**config.mk**
```make
export PLATFORM = sky130hd
export DESIGN_NAME = peek_poke_bundle_arbiter
export DESIGN_NICKNAME = d
export VERILOG_FILES = /design/src/rtl/peek_poke_bundle_arbiter.sv
export SDC_FILE = /design/constraint.sdc
export NUM_CORES = 1
export LEC_CHECK = 0
export ABC_AREA = 1
export CORE_AREA = 2 2 67 69
export CTS_CLUSTER_SIZE = 40
export DETAILED_ROUTE_END_ITERATION = 16
export DIE_AREA = 0 0 69 71
export PLACE_DENSITY = 0.77
export RECOVER_POWER = 100
export SLEW_MARGIN = 20
export SYNTH_ARGS = -nofsm -noshare
export SYNTH_HDL_FRONTEND = slang
export SYNTH_SLANG_ARGS = --single-unit
```
**constraint.sdc**
```tcl
create_clock -name clock -period 1.35 [get_ports clock]
set_input_delay 0.2025 -clock clock [delete_from_list [all_inputs] [get_ports clock]]
set_output_delay 0.2025 -clock clock [all_outputs]
set_load 0.01 [all_outputs]
```
**src/rtl/peek_poke_bundle_arbiter.sv**
```systemverilog
// Two-requester round-robin arbiter feeding a one-entry bundle output register.
// The held bundle is tagged with the index of its source requester. A saturating
// counter per requester records how many of its bundles were accepted.
module peek_poke_bundle_arbiter #(
    parameter int CNT_W = 8
) (
    input  logic             clock,
    input  logic             reset,
    input  logic             io_in0_valid,
    output logic             io_in0_ready,
    input  logic [3:0]       io_in0_aUInt4,
    input  logic [4:0]       io_in0_aSInt5,
    input  logic             io_in0_aBundle_aBool,
    input  logic             io_in0_aBottomBool,
    input  logic             io_in1_valid,
    output logic             io_in1_ready,
    input  logic [3:0]       io_in1_aUInt4,
    input  logic [4:0]       io_in1_aSInt5,
    input  logic             io_in1_aBundle_aBool,
    input  logic             io_in1_aBottomBool,
    output logic             io_out_valid,
    input  logic             io_out_ready,
    output logic [3:0]       io_out_aUInt4,
    output logic [4:0]       io_out_aSInt5,
    output logic             io_out_aBundle_aBool,
    output logic             io_out_aBottomBool,
    output logic             io_out_src,
    output logic [CNT_W-1:0] io_grantCount0,
    output logic [CNT_W-1:0] io_grantCount1
);

    logic last_grant;
    logic slot_free;
    logic grant0;
    logic grant1;
    logic accept0;
    logic accept1;

    // Round-robin grant and handshake decode; the slot can refill while it drains.
    // Readies are held low during reset so that no handshake completes in a reset cycle.
    always_comb begin
        slot_free    = !io_out_valid || io_out_ready;
        grant0       = io_in0_valid && (!io_in1_valid || last_grant);
        grant1       = io_in1_valid && (!io_in0_valid || !last_grant);
        io_in0_ready = !reset && slot_free && grant0;
        io_in1_ready = !reset && slot_free && grant1;
        accept0      = io_in0_valid && io_in0_ready;
        accept1      = io_in1_valid && io_in1_ready;
    end

    // Output register: load on acceptance, clear valid on drain; data is held otherwise.
    always_ff @(posedge clock) begin
        if (reset) begin
            io_out_valid         <= 1'b0;
            io_out_aUInt4        <= '0;
            io_out_aSInt5        <= '0;
            io_out_aBundle_aBool <= 1'b0;
            io_out_aBottomBool   <= 1'b0;
            io_out_src           <= 1'b0;
            last_grant           <= 1'b1;
        end else if (accept0) begin
            io_out_valid         <= 1'b1;
            io_out_aUInt4        <= io_in0_aUInt4;
            io_out_aSInt5        <= io_in0_aSInt5;
            io_out_aBundle_aBool <= io_in0_aBundle_aBool;
            io_out_aBottomBool   <= io_in0_aBottomBool;
            io_out_src           <= 1'b0;
            last_grant           <= 1'b0;
        end else if (accept1) begin
            io_out_valid         <= 1'b1;
            io_out_aUInt4        <= io_in1_aUInt4;
            io_out_aSInt5        <= io_in1_aSInt5;
            io_out_aBundle_aBool <= io_in1_aBundle_aBool;
            io_out_aBottomBool   <= io_in1_aBottomBool;
            io_out_src           <= 1'b1;
            last_grant           <= 1'b1;
        end else if (io_out_ready) begin
            io_out_valid         <= 1'b0;
        end
    end

    // Saturating per-requester acceptance counters.
    always_ff @(posedge clock) begin
        if (reset) begin
            io_grantCount0 <= '0;
            io_grantCount1 <= '0;
        end else begin
            if (accept0 && (io_grantCount0 != '1)) begin
                io_grantCount0 <= io_grantCount0 + 1'b1;
            end
            if (accept1 && (io_grantCount1 != '1)) begin
                io_grantCount1 <= io_grantCount1 + 1'b1;
            end
        end
    end

endmodule

```
==> impl_metrics.tcl <==
set metrics [dict create \
    min_period_over_period 0.9879 \
    crit_type "register to register" \
    synthesis.area_mm2 0.001834 \
    dp_hpwl_mm 3.092 \
    worstPathRequired_ns 1.57 \
    clock_sinks 30 \
    clock_skew_ns 0.003465 \
    rsz0062_at_grt "yes" \
    synth_area_leaders "dfxtp_1, nand2_1, inv_1" \
    port_buffers 57 \
    slew_viol_final 0 \
    placed_cells 371 \
    power_density_mw_per_mm2 858.4 \
    grt_pass1_wl_mm 7.534 \
    core_mm2 0.004204 \
    clockBufferDepth 2 \
    cts_buffers 5 \
    yosysTopAreaCell "dfxtp_1" \
    startpoint_type "register" \
    drt_iter0_drc 114 \
    place_ws_ns -0.4368 \
    via_count 1824 \
    hold_ws_ns 0.4706 \
    max_slew.worst_pin.slew_ns 0.3249 \
    final.min_clock_period_ns 1.334 \
    antenna_left 0 \
    drt_wl_total_mm 4.425 \
    drv_cap 0 \
    end_kind "register" \
    n_antenna_cell 0 \
    h-tree-depth 2 \
    grt_max_degree 23 \
    globalplace.congestion 0.8027 \
    cts.clk_slew.worst_paths_ns 0.07 \
    synthCells 249 \
    synth-seq-area-share 0.3274 \
    row_count 24 \
    overflow 0 \
    grt_pass1_vias 1770 \
    clock_latency_ns 0.28 \
    worst_ir_drop_vdd_uv 449.5 \
    die_x_um 69 \
    grt_usage 0.1887 \
    power_leakage_nw 1.333 \
    worstHoldPathType "register to register" \
    routedWlPerCell_um 11.55 \
    final_nets 359 \
    fmax_ghz 0.7498 \
    setup_viol 0 \
    status "finished, final reports clean" \
    dr.pass1.iters 6 \
    area_growth_pct 52.11 \
    cts_root_buf "clkbuf_8" \
    vias_per_cell 4.762 \
    start_util 0.4363 \
    syn_avg_cell_area_um2 7.367 \
    grt_antenna_before_repair 0 \
    setup_ws_ns 0.01630 \
    die_area_mm2 0.004899 \
    path_max_fanout 6 \
    die_h_um 71 \
    drive_gt1_frac 0.3172 \
    yosysWarnings 0 \
    synthDominantCellAreaShare 0.3274 \
    ioPinCount 58 \
    final_cells 383 \
    ys_types 30 \
    arrival_ns 1.55 \
    max_slew_margin 0.7834 \
    synth_nets 278 \
    hold_viol_final 0 \
    post-route-drc-count 0 \
    ys_seq_elements 30 \
    cts_tree "yes" \
]
[cell type report]
class | instances | area, um2
fillers | 392 | 1414
clock buffers | 5 | 68.82
inverters | 38 | 160.2
multi-input cells | 173 | 1070
clock inverters | 3 | 40.04
well taps | 52 | 65.06
repair buffers | 82 | 774.5
flip-flops and latches | 30 | 611.8
[cell usage in the layout, fill, tap and decap left out]
master           Yosys  routed
clkinv_4             1       1
nor2_8               2       2
nand3_1             19      17
nand3b_1             2       2
nand3_2             10      12
dfxtp_2              0       9
nor3_1               3       2
clkinv_2             0       2
nand2_4              4       4
inv_8                0       1
buf_12               1       4
nor2_4               0       1
o21ai_0              2       2
nand4_1              2       2
xor2_1               4       4
inv_2                1       1
buf_4                0      18
a21oi_1              9       9
buf_6                2       4
inv_1               34      33
clkdlybuf4s50_1      0      22
nand2_2             13      18
clkbuf_8             0       5
nor3_2               0       1
inv_4                2       2
bufinv_16            0       1
ha_4                 0       1
buf_2                2       1
dfxtp_1             30      21
nand2_1             61      55
nor2_1              21      21
a21oi_4              1       1
o21ai_1              1       1
xnor2_1              2       2
a21oi_2             13      13
ha_2                 0       1
dlygate4sd2_1        0      33
nand2_8              1       2
[power breakdown]
group	internal, mW	switching, mW	leakage (nW)
Combinational	0.281	0.273	1.03
Sequential	0.927	0.0294	0.248
Clock	0.542	0.342	0.0579
[critical path: stages (launching register included)]
cell and delay (ns):
dfxtp_2 0.34, nand2_2 0.08, nand2_4 0.07, buf_4 0.15, a21oi_4 0.19, buf_12 0.13
buf_12 0.11, nand3_2 0.06, a21oi_2 0.13
[per-layer routing]
| layer | track usage | vias up | routed length (um) |
|---|---|---|---|
| met2 | 0.3419 | 67 | 2224 |
| met4 | 0.06536 | 0 | 79 |
| met3 | 0.05413 | 10 | 319 |
| li1 | - | 936 | - |
| met5 | 0 | - | 0 |
| met1 | 0.2119 | 811 | 1801 |
[flip-flops by register name, indices dropped and copies added, names as in the netlist]
signal,flops
io_out_aBundle_aBool,1
io_out_aUInt4,4
io_out_aSInt5,5
last_grant,1
io_out_aBottomBool,1
io_grantCount1,8
io_out_src,1
io_out_valid,1
io_grantCount0,8
[logic make-up (layout without fill, tap and decap cells)]
kind of cell / count (synthesis) / after routing / synth area share
adders and majority gates: 2 / 2 / 0.01364
buffers and inverters: 46 / 128 / 0.1241
and+or+nand+nor: 139 / 139 / 0.4025
xor gates and xnor gates: 6 / 6 / 0.02865
AOI/OAI and AO/OA: 26 / 26 / 0.1037
DFF: 30 / 30 / 0.3274
[repair_timing]
| action | CTS | global route |
|---|---|---|
| cloned | 1 | 0 |
| setup endpoints to repair | 44 | 27 |
| pin swaps | 5 | 8 |
| setup buffers | 4 | 0 |
| gates resized for setup | 52 | 22 |
| hold buffers | 0 | 0 |
[per-stage QoR]
step	util	total power, mW	instance area (um2)	TNS (ns)
after global placement	0.6131	1.500	2577	-8.966
after global routing	0.6637	2.525	2790	-0.2120
after floorplan	-	1.261	1834	0
final	0.6637	2.395	2790	0
after detailed placement	0.6131	1.506	2577	-9.664
after CTS	0.6539	2.420	2749	0
[synthesized netlist by cell type (all sizes together)]
| cell | n |
|---|---|
| nand3b | 2 |
| nand3 | 29 |
| a21oi | 23 |
| clkbuf | 2 |
| nand4 | 2 |
| xor2 | 4 |
| dfxtp | 30 |
| clkinv | 1 |
| buf | 6 |
| o21ai | 3 |
| nand2 | 79 |
| inv | 37 |
| ha | 2 |
| nor3 | 3 |
| xnor2 | 2 |
| nor2 | 24 |
[final timing paths]
kind | cells past startpoint | slack [ns] | start | end
setup / recovery | 8 | 0.02 | last_grant | io_out_aSInt5[2]
hold / removal | 2 | 0.47 | io_out_aBottomBool | io_out_aBottomBool
setup reg to reg | 8 | 0.02 | last_grant | io_out_aSInt5[2]
hold reg to reg | 2 | 0.47 | io_out_aBottomBool | io_out_aBottomBool
No activity file was read; power rests on OpenSTA's default activity.
